--- config.mk ---
export PLATFORM = sky130hd
export DESIGN_NAME = fetch_ctrl
export DESIGN_NICKNAME = d
export VERILOG_FILES = /design/src/rtl/fetch_ctrl.sv
export SDC_FILE = /design/constraint.sdc
export NUM_CORES = 1
export LEC_CHECK = 0
export CELL_PAD_IN_SITES_DETAIL_PLACEMENT = 0
export CELL_PAD_IN_SITES_GLOBAL_PLACEMENT = 1
export CORE_MARGIN = 2
export CORE_UTILIZATION = 42
export CTS_BUF_LIST = sky130_fd_sc_hd__clkbuf_2 sky130_fd_sc_hd__clkbuf_4 sky130_fd_sc_hd__clkbuf_8
export CTS_CLUSTER_DIAMETER = 200
export DETAILED_ROUTE_END_ITERATION = 10
export PLACE_DENSITY = 0.9
export REMOVE_ABC_BUFFERS = 1
export SYNTH_ARGS = -nofsm -noshare
export SYNTH_HDL_FRONTEND = slang
export SYNTH_SLANG_ARGS = --single-unit
--- constraint.sdc ---
create_clock -name clk -period 5.1 [get_ports clk]
set_input_delay 1.275 -clock clk [delete_from_list [all_inputs] [get_ports clk]]
set_output_delay 1.275 -clock clk [all_outputs]
set_load 0.01 [all_outputs]
--- src/rtl/fetch_ctrl.sv ---
// -----------------------------------------------------------------------------
// fetch_ctrl
//
// Instruction-fetch sequencer. Owns the program counter, fetches one word at a
// time from an instruction ROM over a req/ack handshake (any ROM latency,
// including zero-wait), and presents the fetched word to decode over a
// valid/ready handshake. Taken branches redirect to PC + ImmOp; a flush from a
// later stage redirects to flush_pc. A misaligned redirect target halts the
// controller with a sticky fault until reset.
//
// Ports:
//   clk         rising-edge clock
//   rst         asynchronous active-low reset (0 = in reset)
//   ImmOp       sign-extended branch offset, sampled with a consume
//   PCsrc       1 = the instruction being consumed is a taken branch
//   flush       one-cycle redirect request (highest priority)
//   flush_pc    redirect target, valid with flush
//   mem_req     ROM request, held until mem_ack
//   mem_addr    ROM byte address
//   mem_ack     ROM completion, mem_rdata valid in the same cycle
//   mem_rdata   ROM read data
//   inst_valid  inst/PC hold an instruction for decode
//   inst_ready  decode accepts the instruction
//   inst        instruction word
//   PC          byte address of inst
//   fault       sticky misaligned-target fault
// -----------------------------------------------------------------------------
module fetch_ctrl #(
  parameter logic [31:0] RESET_PC = 32'h0000_0000,
  parameter int unsigned PC_STEP  = 4
) (
  input  logic        clk,
  input  logic        rst,
  input  logic [31:0] ImmOp,
  input  logic        PCsrc,
  input  logic        flush,
  input  logic [31:0] flush_pc,
  output logic        mem_req,
  output logic [31:0] mem_addr,
  input  logic        mem_ack,
  input  logic [31:0] mem_rdata,
  output logic        inst_valid,
  input  logic        inst_ready,
  output logic [31:0] inst,
  output logic [31:0] PC,
  output logic        fault
);

  typedef enum logic [2:0] {
    ST_IDLE  = 3'd0,  // first cycle after reset release
    ST_FETCH = 3'd1,  // request outstanding for pc_reg
    ST_OUT   = 3'd2,  // instruction presented to decode
    ST_DROP  = 3'd3,  // request outstanding, its data will be discarded
    ST_HALT  = 3'd4   // misaligned target seen; only reset leaves
  } state_t;

  state_t      state_reg, state_next;

  // pc_reg: address of the next fetch (or the faulting address in HALT).
  logic [31:0] pc_reg, pc_next;
  // Instruction register and the address it was fetched from.
  logic [31:0] inst_reg, inst_next;
  logic [31:0] pc_out_reg, pc_out_next;
  // Address of the request that is being dropped. A flush moves pc_reg to
  // the new target immediately, but the ROM request already in flight must
  // keep its address stable until it is acknowledged, so the old address is
  // parked here and drives mem_addr while in DROP.
  logic [31:0] drop_addr_reg, drop_addr_next;

  logic        consume;
  logic [31:0] branch_target;
  logic [31:0] seq_pc;

  function automatic logic misaligned(input logic [31:0] addr);
    return addr[1:0] != 2'b00;
  endfunction

  // Plain 32-bit truncating arithmetic: wrap-around is silent.
  assign branch_target = pc_out_reg + ImmOp;
  assign seq_pc        = pc_reg + 32'(PC_STEP);
  assign consume       = (state_reg == ST_OUT) && inst_ready;

  // ---------------------------------------------------------------------------
  // State register
  // ---------------------------------------------------------------------------
  always_ff @(posedge clk or negedge rst) begin
    if (!rst) begin
      state_reg <= ST_IDLE;
    end else begin
      state_reg <= state_next;
    end
  end

  // Datapath registers, updated alongside the state register.
  always_ff @(posedge clk or negedge rst) begin
    if (!rst) begin
      pc_reg        <= RESET_PC;
      inst_reg      <= '0;
      pc_out_reg    <= RESET_PC;
      drop_addr_reg <= RESET_PC;
    end else begin
      pc_reg        <= pc_next;
      inst_reg      <= inst_next;
      pc_out_reg    <= pc_out_next;
      drop_addr_reg <= drop_addr_next;
    end
  end

  // ---------------------------------------------------------------------------
  // Next-state and datapath update logic
  // ---------------------------------------------------------------------------
  always_comb begin
    state_next     = state_reg;
    pc_next        = pc_reg;
    inst_next      = inst_reg;
    pc_out_next    = pc_out_reg;
    drop_addr_next = drop_addr_reg;

    unique case (state_reg)
      ST_IDLE: begin
        if (flush) begin
          pc_next    = flush_pc;
          state_next = misaligned(flush_pc) ? ST_HALT : ST_FETCH;
        end else begin
          state_next = ST_FETCH;
        end
      end

      ST_FETCH: begin
        if (flush) begin
          pc_next = flush_pc;
          if (mem_ack) begin
            // Request completes this cycle: its data is simply not latched.
            state_next = misaligned(flush_pc) ? ST_HALT : ST_FETCH;
          end else begin
            // Request cannot be withdrawn; wait it out in DROP at the old
            // address. Misalignment of the new target is judged on exit.
            drop_addr_next = pc_reg;
            state_next     = ST_DROP;
          end
        end else if (mem_ack) begin
          inst_next   = mem_rdata;
          pc_out_next = pc_reg;
          pc_next     = seq_pc;
          state_next  = ST_OUT;
        end
      end

      ST_OUT: begin
        // flush outranks a simultaneous consume; no branch is applied then.
        if (flush) begin
          pc_next    = flush_pc;
          state_next = misaligned(flush_pc) ? ST_HALT : ST_FETCH;
        end else if (consume) begin
          if (PCsrc) begin
            pc_next    = branch_target;
            state_next = misaligned(branch_target) ? ST_HALT : ST_FETCH;
          end else begin
            state_next = ST_FETCH;
          end
        end
      end

      ST_DROP: begin
        if (flush) begin
          pc_next = flush_pc;
        end
        // Decide on the redirected pc (including a same-cycle flush).
        if (mem_ack) begin
          state_next = misaligned(pc_next) ? ST_HALT : ST_FETCH;
        end
      end

      ST_HALT: begin
        state_next = ST_HALT;
      end

      default: begin
        state_next = ST_IDLE;
      end
    endcase
  end

  // ---------------------------------------------------------------------------
  // Output decode
  // ---------------------------------------------------------------------------
  always_comb begin
    mem_req    = 1'b0;
    mem_addr   = pc_reg;
    inst_valid = 1'b0;
    fault      = 1'b0;

    unique case (state_reg)
      ST_FETCH: begin
        mem_req = 1'b1;
      end
      ST_DROP: begin
        mem_req  = 1'b1;
        mem_addr = drop_addr_reg;
      end
      ST_OUT: begin
        inst_valid = 1'b1;
      end
      ST_HALT: begin
        fault = 1'b1;
      end
      default: begin
        mem_req = 1'b0;
      end
    endcase
  end

  assign inst = inst_reg;
  assign PC   = pc_out_reg;

endmodule
==> results of run 1 <==
power by group:
part | total [mW] | internal, mW | switching [mW]
Clock | 0.949 | 0.488 | 0.461
Sequential | 2.02 | 1.52 | 0.495
Combinational | 3.41 | 1.79 | 1.62
metal layers:
| metal | track usage (%) | vias to the layer above | wire [µm] | share of wire (%) |
|---|---|---|---|---|
| met5 | 0 | - | 0 | 0 |
| met4 | 7.61 | 0 | 571 | 2.3 |
| met3 | 6.19 | 35 | 1950 | 8.0 |
| met2 | 36.6 | 289 | 11100 | 46 |
| met1 | 32.5 | 3564 | 10700 | 44 |
| li1 | - | 3423 | - | - |
through the flow:
step | utilization (%) | total power [mW] | cell area, µm² | setup slack, ns | cells
after floorplan | - | 3.95 | 8090 | 1.54 | 791
after global placement | 54.2 | 5.37 | 10500 | 0.856 | 1267
after detailed placement | 54.2 | 5.42 | 10500 | 0.813 | 1267
after CTS | 56.3 | 6.40 | 10900 | 0.685 | 1298
after global routing | 56.3 | 6.83 | 10900 | 0.532 | 1298
final | 56.3 | 6.38 | 10900 | 0.741 | 1298
cells in the final DEF (no fill, tap or decap), types with 5 or more instances in the layout:
| cell type | n |
|---|---|
| o21ai_0 | 56 |
| clkdlybuf4s50_1 | 198 |
| a22oi_1 | 5 |
| buf_4 | 11 |
| inv_1 | 16 |
| a31oi_1 | 9 |
| o31ai_1 | 6 |
| nor3_1 | 9 |
| a21oi_1 | 64 |
| nand4_1 | 10 |
| nor2b_1 | 6 |
| clkbuf_8 | 17 |
| o21ai_1 | 7 |
| nand2b_1 | 8 |
| mux2_2 | 126 |
| o211ai_1 | 5 |
| and3_1 | 11 |
| xnor2_1 | 24 |
| ha_1 | 32 |
| nor2_1 | 52 |
| o22ai_1 | 6 |
| nand3_1 | 13 |
| mux2i_1 | 8 |
| nand2_1 | 74 |
| xor2_1 | 15 |
| inv_6 | 5 |
| a221oi_1 | 8 |
| nor4_1 | 5 |
| a21o_1 | 20 |
| dfrtp_1 | 131 |
synthesized netlist by cell type (6+ instances only):
master    count
dfrtp_1     131
mux2_2      126
nand2_1      75
a21oi_1      64
o21ai_0      56
nor2_1       52
ha_1         32
xnor2_1      24
clkbuf_1     22
a21o_1       20
buf_2        18
inv_1        16
xor2_1       15
nand3_1      13
and3_1       11
nand4_1      10
a31oi_1       9
nor3_1        9
a221oi_1      8
mux2i_1       8
nand2b_1      8
buf_1         7
o21ai_1       7
nor2b_1       6
o22ai_1       6
o31ai_1       6
critical path: stages, from the launching register on:
cell,delay [ns]
dfrtp_1,0.51
and2b_1,0.28
nand2_1,0.60
buf_4,0.34
mux2_2,0.38
clkdlybuf4s50_1,0.51
layout make-up:
type | count | area (µm²) | area share, %
clock buffers | 17 | 234 | 2.14
clock inverters | 14 | 175 | 1.60
inverters | 18 | 67.6 | 0.619
multi-input cells | 642 | 4750 | 43.5
flip-flops and latches | 131 | 3280 | 30.0
well taps | 265 | 332 | 3.04
repair buffers | 211 | 2080 | 19.1
worst max-delay path by stage:
stage,to,slack (ns),startpoint
final,mem_addr[18],0.74,state_reg[2]$_DFFE_PN0P_
after CTS,mem_addr[13],0.68,state_reg[2]$_DFFE_PN0P_
after detailed placement,pc_reg[24]$_DFFE_PN0P_,0.81,ImmOp[0]
after floorplan,pc_reg[30]$_DFFE_PN0P_,1.54,flush
after global placement,pc_reg[24]$_DFFE_PN0P_,0.86,ImmOp[0]
after global routing,mem_addr[13],0.53,state_reg[2]$_DFFE_PN0P_
kinds of logic after synthesis:
family / count (synthesis) / synth area share (%)
XOR/XNOR: 39 / 4.12
AND/OR/NAND/NOR: 212 / 12.4
buffers and inverters: 65 / 3.22
adder cells (fa/ha/maj): 33 / 5.07
AO/OA/AOI/OAI: 224 / 17.5
flip-flops: 131 / 39.6
multiplexers: 134 / 18.1
==> summary.txt, run 1 <==
Layout
  – Nets: ~1200
  – Ant. Diodes: 0
  – Filler cells: 1775
  – Area delta synth->final: 31.7%
  – Share of layout cells above drive strength 1: a little under a fifth

Clocking
  – TritonCTS clock tree: done
  – Clk buf depth: 2
  – H-tree Lvls: 4
  – # hold bufs at CTS: 0
  – TritonCTS sink count: 131
  – Cts repair resizes: 0
  – TritonCTS Buffers: 17
  – Clk Latency, worst-skew pair: ~0.46 ns
  – Post-CTS Setup Bufs: 0
  – CTS Root Cell: clkbuf_8
  – Clock transition at path regs: 0.07 ns

Placed design
  – PortBufs: 200
  – Hpwl dp: roughly 18 mm
  – Placer congestion estimate: between 0.9 and 1

Synth
  – Area contributors post-synth: dfrtp_1 40%, mux2_2 17%, ha_1 4.8%
  – Syn avg cell area: roughly 10 µm²
  – Mapped cell area: approximately 8300 µm²
  – Post-synthesis sequential area ratio: ~40%
  – Async SR Flop Fraction: 100%
  – Yosys reg bits: 131
  – Main synth FF type: dfrtp_1
  – Top cell type's share of synthesized area: ~40%
  – Cells after Synth: between 800 and 900
  – Library cells used by synthesis: between 60 and 70
  – Synth area leader: dfrtp_1
  – Post-synth EDFFs: 0
  – Ys Warns: 0

Die
  – Site row count: 51
  – I/O pin cnt: between 200 and 250
  – Die width: 144 µm
  – Die Height: roughly 140 µm
  – Initial Util: a little over two fifths
  – Die area: approximately 21000 µm²
  – Core ar.: 19400 µm²

Route
  – Iteration-0 DRC Markers: 655
  – Drt pass-1 iters: 6
  – WL/cell: approximately 19 µm
  – DR vias: around 7300
  – Drt drc: 0
  – Total Wirelength: 24.3 mm
  – Drt via density: about 5.6
  – Number of routed nets with antenna violations: 0

Power
  – Static leakage: approximately 4.7 nW
  – Maximum vdd drop: approximately 0.26 mV
  – Pwr Density: between 500 and 600 nW/µm²

Status
  – Status: finished clean

Worst setup path
  – CP Class: reg -> out
  – Worst Path Required: ~3.8 ns
  – Reg-to-Reg Start: state_reg[2]$_DFFE_PN0P_
  – Critical path endpoint category: primary output
  – Flop2flop setup slack: 1.82 ns
  – Worst Path Arrival: approximately 3.1 ns
  – Critical Path Start Type: flop
  – Worst-path fanout max: 13
  – FF-to-FF End: pc_reg[24]$_DFFE_PN0P_
  – Reg2Reg Depth: 6

Global routing
  – Overflow left after global routing: 0
  – Vias in the first global route: ~7100
  – First-pass GRT wire length: around 38 mm
  – Initial antenna violation count: 0
  – Largest net degree at the start of global routing: a little under 80
  – GRT Resource Usage Total: 23.7%

Min path
  – Hold Path End: drop_addr_reg[7]$_DFFE_PN0P_
  – Min-delay src: drop_addr_reg[7]$_DFFE_PN0P_
  – WHS Path Cells: 2
  – Worst Hold Class: reg -> reg

STA
  – Fin. max-slew vios: 0
  – Endpoints failing hold: 0
  – Part of the cycle the worst path needs: a little under nine tenths
  – Setup TNS: 0 ns
  – Final setup fails: 0
  – Max Fclk: between 200 and 250 MHz
  – Hold_ws: around 0.49 ns
  – Final Skew: between 0.01 and 0.015 ns
  – RSZ-0062 raised after global routing: false
  – Final min period: around 4.4 ns
  – Slew Limit Headroom: 30.6%
  – Slew @ Worst Pin: 1.04 ns

Run
  – Max-cap violation count: 0
Power figures use the tool's default switching activity.
==> inputs of run 2 (changes only) <==
- CORE_UTILIZATION: 42 -> 36
- PLACE_DENSITY: 0.9 -> 0.82
- clock period: 5.1 -> 3.6 ns (I/O delays scaled with it)
==> run 2 against run 1 <==
Effect of this change: routed wire length is 4.5% higher; count of clock-buffer cells in the layout is 3 higher; cell count grew 4.2%; utilization shrank 6.7 points; die area up 16%; flip-flop and latch count unchanged; first-iteration DRC count down 3.8%; critical path depth stayed put; sequential power rose by 42%; non-clock buffer count increased by 34; critical endpoint is now mem_addr[13]; largest power group unchanged.
==> summary.txt, run 2 (synthesized netlist as in run 1, its figures left out) <==
STA
  – Final min period: between 3 and 4 ns
  – Final setup fails: 0
  – Max Fclk: ~290 MHz
  – Slew @ Worst Pin: approximately 0.64 ns
  – Endpoints failing hold: 0
  – Final Skew: approximately 0.0075 ns
  – Hold_ws: between 0.4 and 0.5 ns
  – Part of the cycle the worst path needs: a little over nine tenths
  – Slew Limit Headroom: 57.2%
  – RSZ-0062 raised after global routing: false
  – Fin. max-slew vios: 0

Power
  – Cell-internal power: about 5.6 mW
  – Reg power frac: ~30%
  – Pwr Density: 828 nW/µm²
  – Sw Pwr: about 3.7 mW
  – Clock share of power: ~15%
  – Comb pwr share: a little over half
  – Maximum vdd drop: 0.307 mV
  – Sw frac: 39.9%
  – Static leakage: between 4 and 5 nW

Route
  – Total Wirelength: roughly 25 mm
  – Iteration-0 DRC Markers: 630
  – Drt drc: 0
  – Drt pass-1 iters: 5
  – Drt via density: around 5.4
  – WL/cell: roughly 19 µm
  – DR vias: about 7400
  – Number of routed nets with antenna violations: 0

Global routing
  – Vias in the first global route: about 7400
  – Initial antenna violation count: 0
  – Overflow left after global routing: 0
  – GRT Resource Usage Total: between 20% and 30%
  – First-pass GRT wire length: 40.2 mm
  – Largest net degree at the start of global routing: 62

Placed design
  – DP Area: 10800 µm²
  – PortBufs: 200
  – Placer congestion estimate: between 0.8 and 0.9
  – Hpwl dp: 18.8 mm
  – DP Cell Count: roughly 1300

Clocking
  – Post-CTS Setup Bufs: 0
  – # hold bufs at CTS: 0
  – Clock transition at path regs: ~0.08 ns
  – Clk Latency, worst-skew pair: about 0.45 ns
  – H-tree Lvls: 4
  – TritonCTS sink count: ~130
  – Clk buf depth: 2
  – Cts repair resizes: 0
  – TritonCTS Buffers: 17
  – TritonCTS clock tree: done
  – CTS Root Cell: clkbuf_8

Die
  – Die width: around 160 µm
  – Site row count: between 50 and 60
  – I/O pin cnt: ~200
  – Initial Util: around 37%
  – Die area: ~24000 µm²
  – Die Height: between 150 and 200 µm
  – Core ar.: between 20000 and 25000 µm²

Layout
  – Commonest non-fill, non-tap cell in the layout: clkdlybuf4s50_1
  – Commonest cells after routing, fill and taps aside: 198 x clkdlybuf4s50_1, 131 x dfrtp_1, 126 x mux2_2
  – Area of the multi-input gates: approximately 4800 µm²
  – Area delta synth->final: 35.4%
  – Nets: about 1200
  – Register area: 3280 µm²
  – Share of layout cells above drive strength 1: about a fifth
  – Cell area after layout: 11200 µm²
  – Ant. Diodes: 0
  – Filler cells: 2072
  – Non-Filler Instances: ~1400

Worst setup path
  – Worst-path fanout max: 17
  – Reg2Reg Depth: 12
  – FF-to-FF End: pc_reg[22]$_DFFE_PN0P_
  – Worst Path Arrival: approximately 2.6 ns
  – Critical path endpoint category: primary output
  – Reg-to-Reg Start: PC[0]$_DFFE_PN0P_
  – CP Class: reg -> out
  – Critical Path Start Type: flop
  – Worst Path Required: ~2.7 ns
  – Flop2flop setup slack: 0.79 ns

Run
  – Max-cap violation count: 0

Min path
  – Worst Hold Class: in -> async

Status
  – Status: finished clean
run 2: worst max path at each step:
stage | cells past startpoint | from | to
after global routing | 5 | state_reg[2]$_DFFE_PN0P_ | mem_addr[13]
after CTS | 5 | state_reg[2]$_DFFE_PN0P_ | mem_addr[16]
after detailed placement | 12 | ImmOp[0] | pc_reg[24]$_DFFE_PN0P_
final | 5 | state_reg[2]$_DFFE_PN0P_ | mem_addr[13]
after floorplan | 7 | state_reg[2]$_DFFE_PN0P_ | pc_reg[30]$_DFFE_PN0P_
after global placement | 12 | ImmOp[0] | pc_reg[24]$_DFFE_PN0P_
run 2: metal layers:
layer	vias up	track usage, %	part of all wire (%)
li1	3497	-	-
met1	3602	28.9	45
met2	243	34.2	46
met3	27	4.44	7.0
met4	0	6.47	1.8
met5	-	0	0
run 2: through the flow:
stage	power (mW)	setup TNS (ns)	setup slack [ns]	util (%)
finish	9.29	0	0.121	49.6
CTS	9.33	0	0.0835	49.6
global placement	7.86	-0.671	-0.153	47.7
floorplan	5.59	0	0.332	-
global route	9.96	0	0.0260	49.6
detailed placement	7.92	-0.920	-0.175	47.7
run 2: area by class of cell:
| cell class | instances | share of cell area (%) |
|---|---|---|
| Multi-Input combinational cell | 642 | 42.4 |
| Sequential cell | 131 | 29.2 |
| Timing Repair Buffer | 245 | 20.8 |
| Tap cell | 285 | 3.18 |
| Clock buffer | 20 | 2.45 |
| Clock inverter | 12 | 1.37 |
| Inverter | 18 | 0.602 |
run 2: power by group through the flow:
stage	combinational, mW	clock [mW]	sequential (mW)
3_3_place_gp	5.01	0	2.84
5_1_grt	5.51	1.47	2.98
6_report	5.06	1.37	2.86
2_1_floorplan	2.74	0	2.85
3_5_place_dp	5.04	0	2.88
4_1_cts	5.07	1.41	2.85
run 2: critical path, cell delays in order (launching register included):
cell and delay (ns):
dfrtp_1 0.51, and2b_1 0.28, nand2_1 0.12, buf_4 0.32
mux2_2 0.40, clkdlybuf4s50_1 0.49
==> inputs of run 3 (changes only) <==
- CELL_PAD_IN_SITES_DETAIL_PLACEMENT: 0 -> not set
- CELL_PAD_IN_SITES_GLOBAL_PLACEMENT: 1 -> not set
- CORE_UTILIZATION: 36 -> 47
- CTS_BUF_LIST: sky130_fd_sc_hd__clkbuf_2 sky130_fd_sc_hd__clkbuf_4 sky130_fd_sc_hd__clkbuf_8 -> sky130_fd_sc_hd__clkbuf_8
- PLACE_DENSITY: 0.82 -> 0.81
- TNS_END_PERCENT: not set -> 5
==> run 3 against run 2 <==
Effect of this change: clock skew rose by 0.0061 ns; largest cell class unchanged; sequential share of layout area grew 0.33 points; hold slack worse by 0.052 ns.
==> summary.txt, run 3 (synthesized netlist as in run 1, its figures left out) <==
Status
  – Status: finished clean

Layout
  – Commonest cells after routing, fill and taps aside: 199 x clkdlybuf4s50_1, 131 x dfrtp_1, 126 x mux2_2
  – Register area: 3280 µm²
  – Commonest non-fill, non-tap cell in the layout: clkdlybuf4s50_1
  – Area of the multi-input gates: about 4700 µm²
  – Nets: between 1000 and 1500
  – Ant. Diodes: 0
  – Area delta synth->final: 33.9%
  – Filler cells: 1389
  – Non-Filler Instances: about 1300
  – Share of layout cells above drive strength 1: between 10% and 20%

Power
  – Static leakage: around 4.8 nW
  – Pwr Density: between 800 and 900 nW/µm²
  – Maximum vdd drop: approximately 0.48 mV

STA
  – Max Fclk: 292 MHz
  – Final min period: 3.42 ns
  – Part of the cycle the worst path needs: about 95%
  – Slew Limit Headroom: around three fifths
  – Final Skew: roughly 0.014 ns
  – Slew @ Worst Pin: ~0.62 ns
  – Fin. max-slew vios: 0
  – Setup TNS: 0 ns
  – Final setup fails: 0
  – RSZ-0062 raised after global routing: false
  – Endpoints failing hold: 0

Clocking
  – Clk buf depth: 2
  – CTS Root Cell: clkbuf_8
  – Clk Latency, worst-skew pair: ~0.46 ns
  – Clock transition at path regs: roughly 0.080 ns
  – TritonCTS sink count: ~130
  – H-tree Lvls: 4
  – TritonCTS clock tree: done
  – TritonCTS Buffers: 17
  – Post-CTS Setup Bufs: 0

Run
  – Max-cap violation count: 0

Worst setup path
  – CP Class: reg -> out
  – Worst-path fanout max: 20
  – CP Cell Sequence: and2b_1, nand2_1, buf_6, mux2_2, clkdlybuf4s50_1
  – Critical path endpoint category: primary output
  – Worst Path Arrival: around 2.5 ns
  – Slowest stage cell, crit path: dfrtp_1
  – Critical Path Start Type: flop
  – Worst path max stage delay: 0.51 ns
  – Worst Path Required: about 2.7 ns

Route
  – WL/cell: around 19 µm
  – Drt via density: between 5 and 6
  – Iteration-0 DRC Markers: around 760
  – Number of routed nets with antenna violations: 0
  – Drt drc: 0
  – DR vias: roughly 7500
  – Drt pass-1 iters: 5
  – Total Wirelength: approximately 25 mm

Global routing
  – GRT Resource Usage Total: 26.8%
  – M3 GR Usage: 5.81%
  – M2 GR Usage: 42.1%
  – Vias in the first global route: ~7600
  – GRT Max-Usage Layer: met2
  – Met1 track utilization from global routing: 36.4%
  – Largest net degree at the start of global routing: 62
  – First-pass GRT wire length: slightly below 40 mm
  – Overflow left after global routing: 0
  – Initial antenna violation count: 0

Die
  – Die area: approximately 19000 µm²
  – Die width: 137 µm
  – Die Height: 137 µm
  – Site row count: between 40 and 50
  – Core ar.: 17200 µm²
  – I/O pin cnt: between 200 and 250
  – Initial Util: between 40% and 50%

Placed design
  – DP Cell Count: 1250
  – Placer congestion estimate: 0.914
  – PortBufs: 200
  – Hpwl dp: between 15 and 20 mm

Min path
  – Worst Hold Class: in -> async
run 3: area by class of cell:
| class | count | share of cell area (%) |
|---|---|---|
| clock buffer | 20 | 2.48 |
| clock inverter | 12 | 1.18 |
| inverter | 18 | 0.609 |
| multi-input combinational | 642 | 42.8 |
| sequential | 131 | 29.5 |
| tap | 225 | 2.54 |
| timing repair buffer | 234 | 20.8 |
run 3: report_power, final:
group,switching (mW),internal (mW),total [mW]
combinational,2.37,2.65,5.02
sequential,0.715,2.16,2.87
clock,0.629,0.669,1.30
run 3: timing repair:
| action | 4_1_cts | 5_1_grt |
|---|---|---|
| gates resized for setup | 0 | 1 |
| setup endpoints to repair | 0 | 1 |
| hold buffers | 0 | 0 |
run 3: routing by layer:
layer  wire length, µm  vias to the layer above
met1             10500                     3655
li1                  -                     3479
met2             11600                      348
met3              1970                       48
met5                 0                        -
met4               625                        0
run 3: metrics by stage:
| step | setup WS (ns) | utilization (%) | hold WS [ns] | cell area (µm²) | total power, mW |
|---|---|---|---|---|---|
| after floorplan | 0.332 | - | 0.446 | 8090 | 5.59 |
| after global placement | -0.145 | 62.0 | 0.458 | 10700 | 7.70 |
| after detailed placement | -0.195 | 62.0 | 0.488 | 10700 | 7.83 |
| after CTS | 0.100 | 64.3 | 0.365 | 11100 | 9.17 |
| after global routing | 0.0116 | 64.4 | 0.395 | 11100 | 9.78 |
| final | 0.181 | 64.4 | 0.369 | 11100 | 9.19 |
run 3: critical path, delay by kind of cell, from the launching register on:
kind / cells / cell delay [ns]
simple gates: 2 / 0.40
flops: 1 / 0.51
mux: 1 / 0.39
buf+inv: 2 / 0.76
run 3: path summary, 6_finish.rpt:
check                                              from                           end  slack (ns)  depth (start not counted)
min reg2reg                drop_addr_reg[7]$_DFFE_PN0P_  drop_addr_reg[7]$_DFFE_PN0P_        0.50                          2
max in group asynchronous                           rst        pc_reg[19]$_DFFE_PN0P_        2.51                          2
min                                                 rst          inst[15]$_DFFE_PN0P_        0.37                          1
max                            state_reg[2]$_DFFE_PN0P_                  mem_addr[16]        0.18                          5
max reg2reg                    state_reg[2]$_DFFE_PN0P_             PC[5]$_DFFE_PN0P_        0.72                          6
min in group clk           drop_addr_reg[7]$_DFFE_PN0P_  drop_addr_reg[7]$_DFFE_PN0P_        0.50                          2
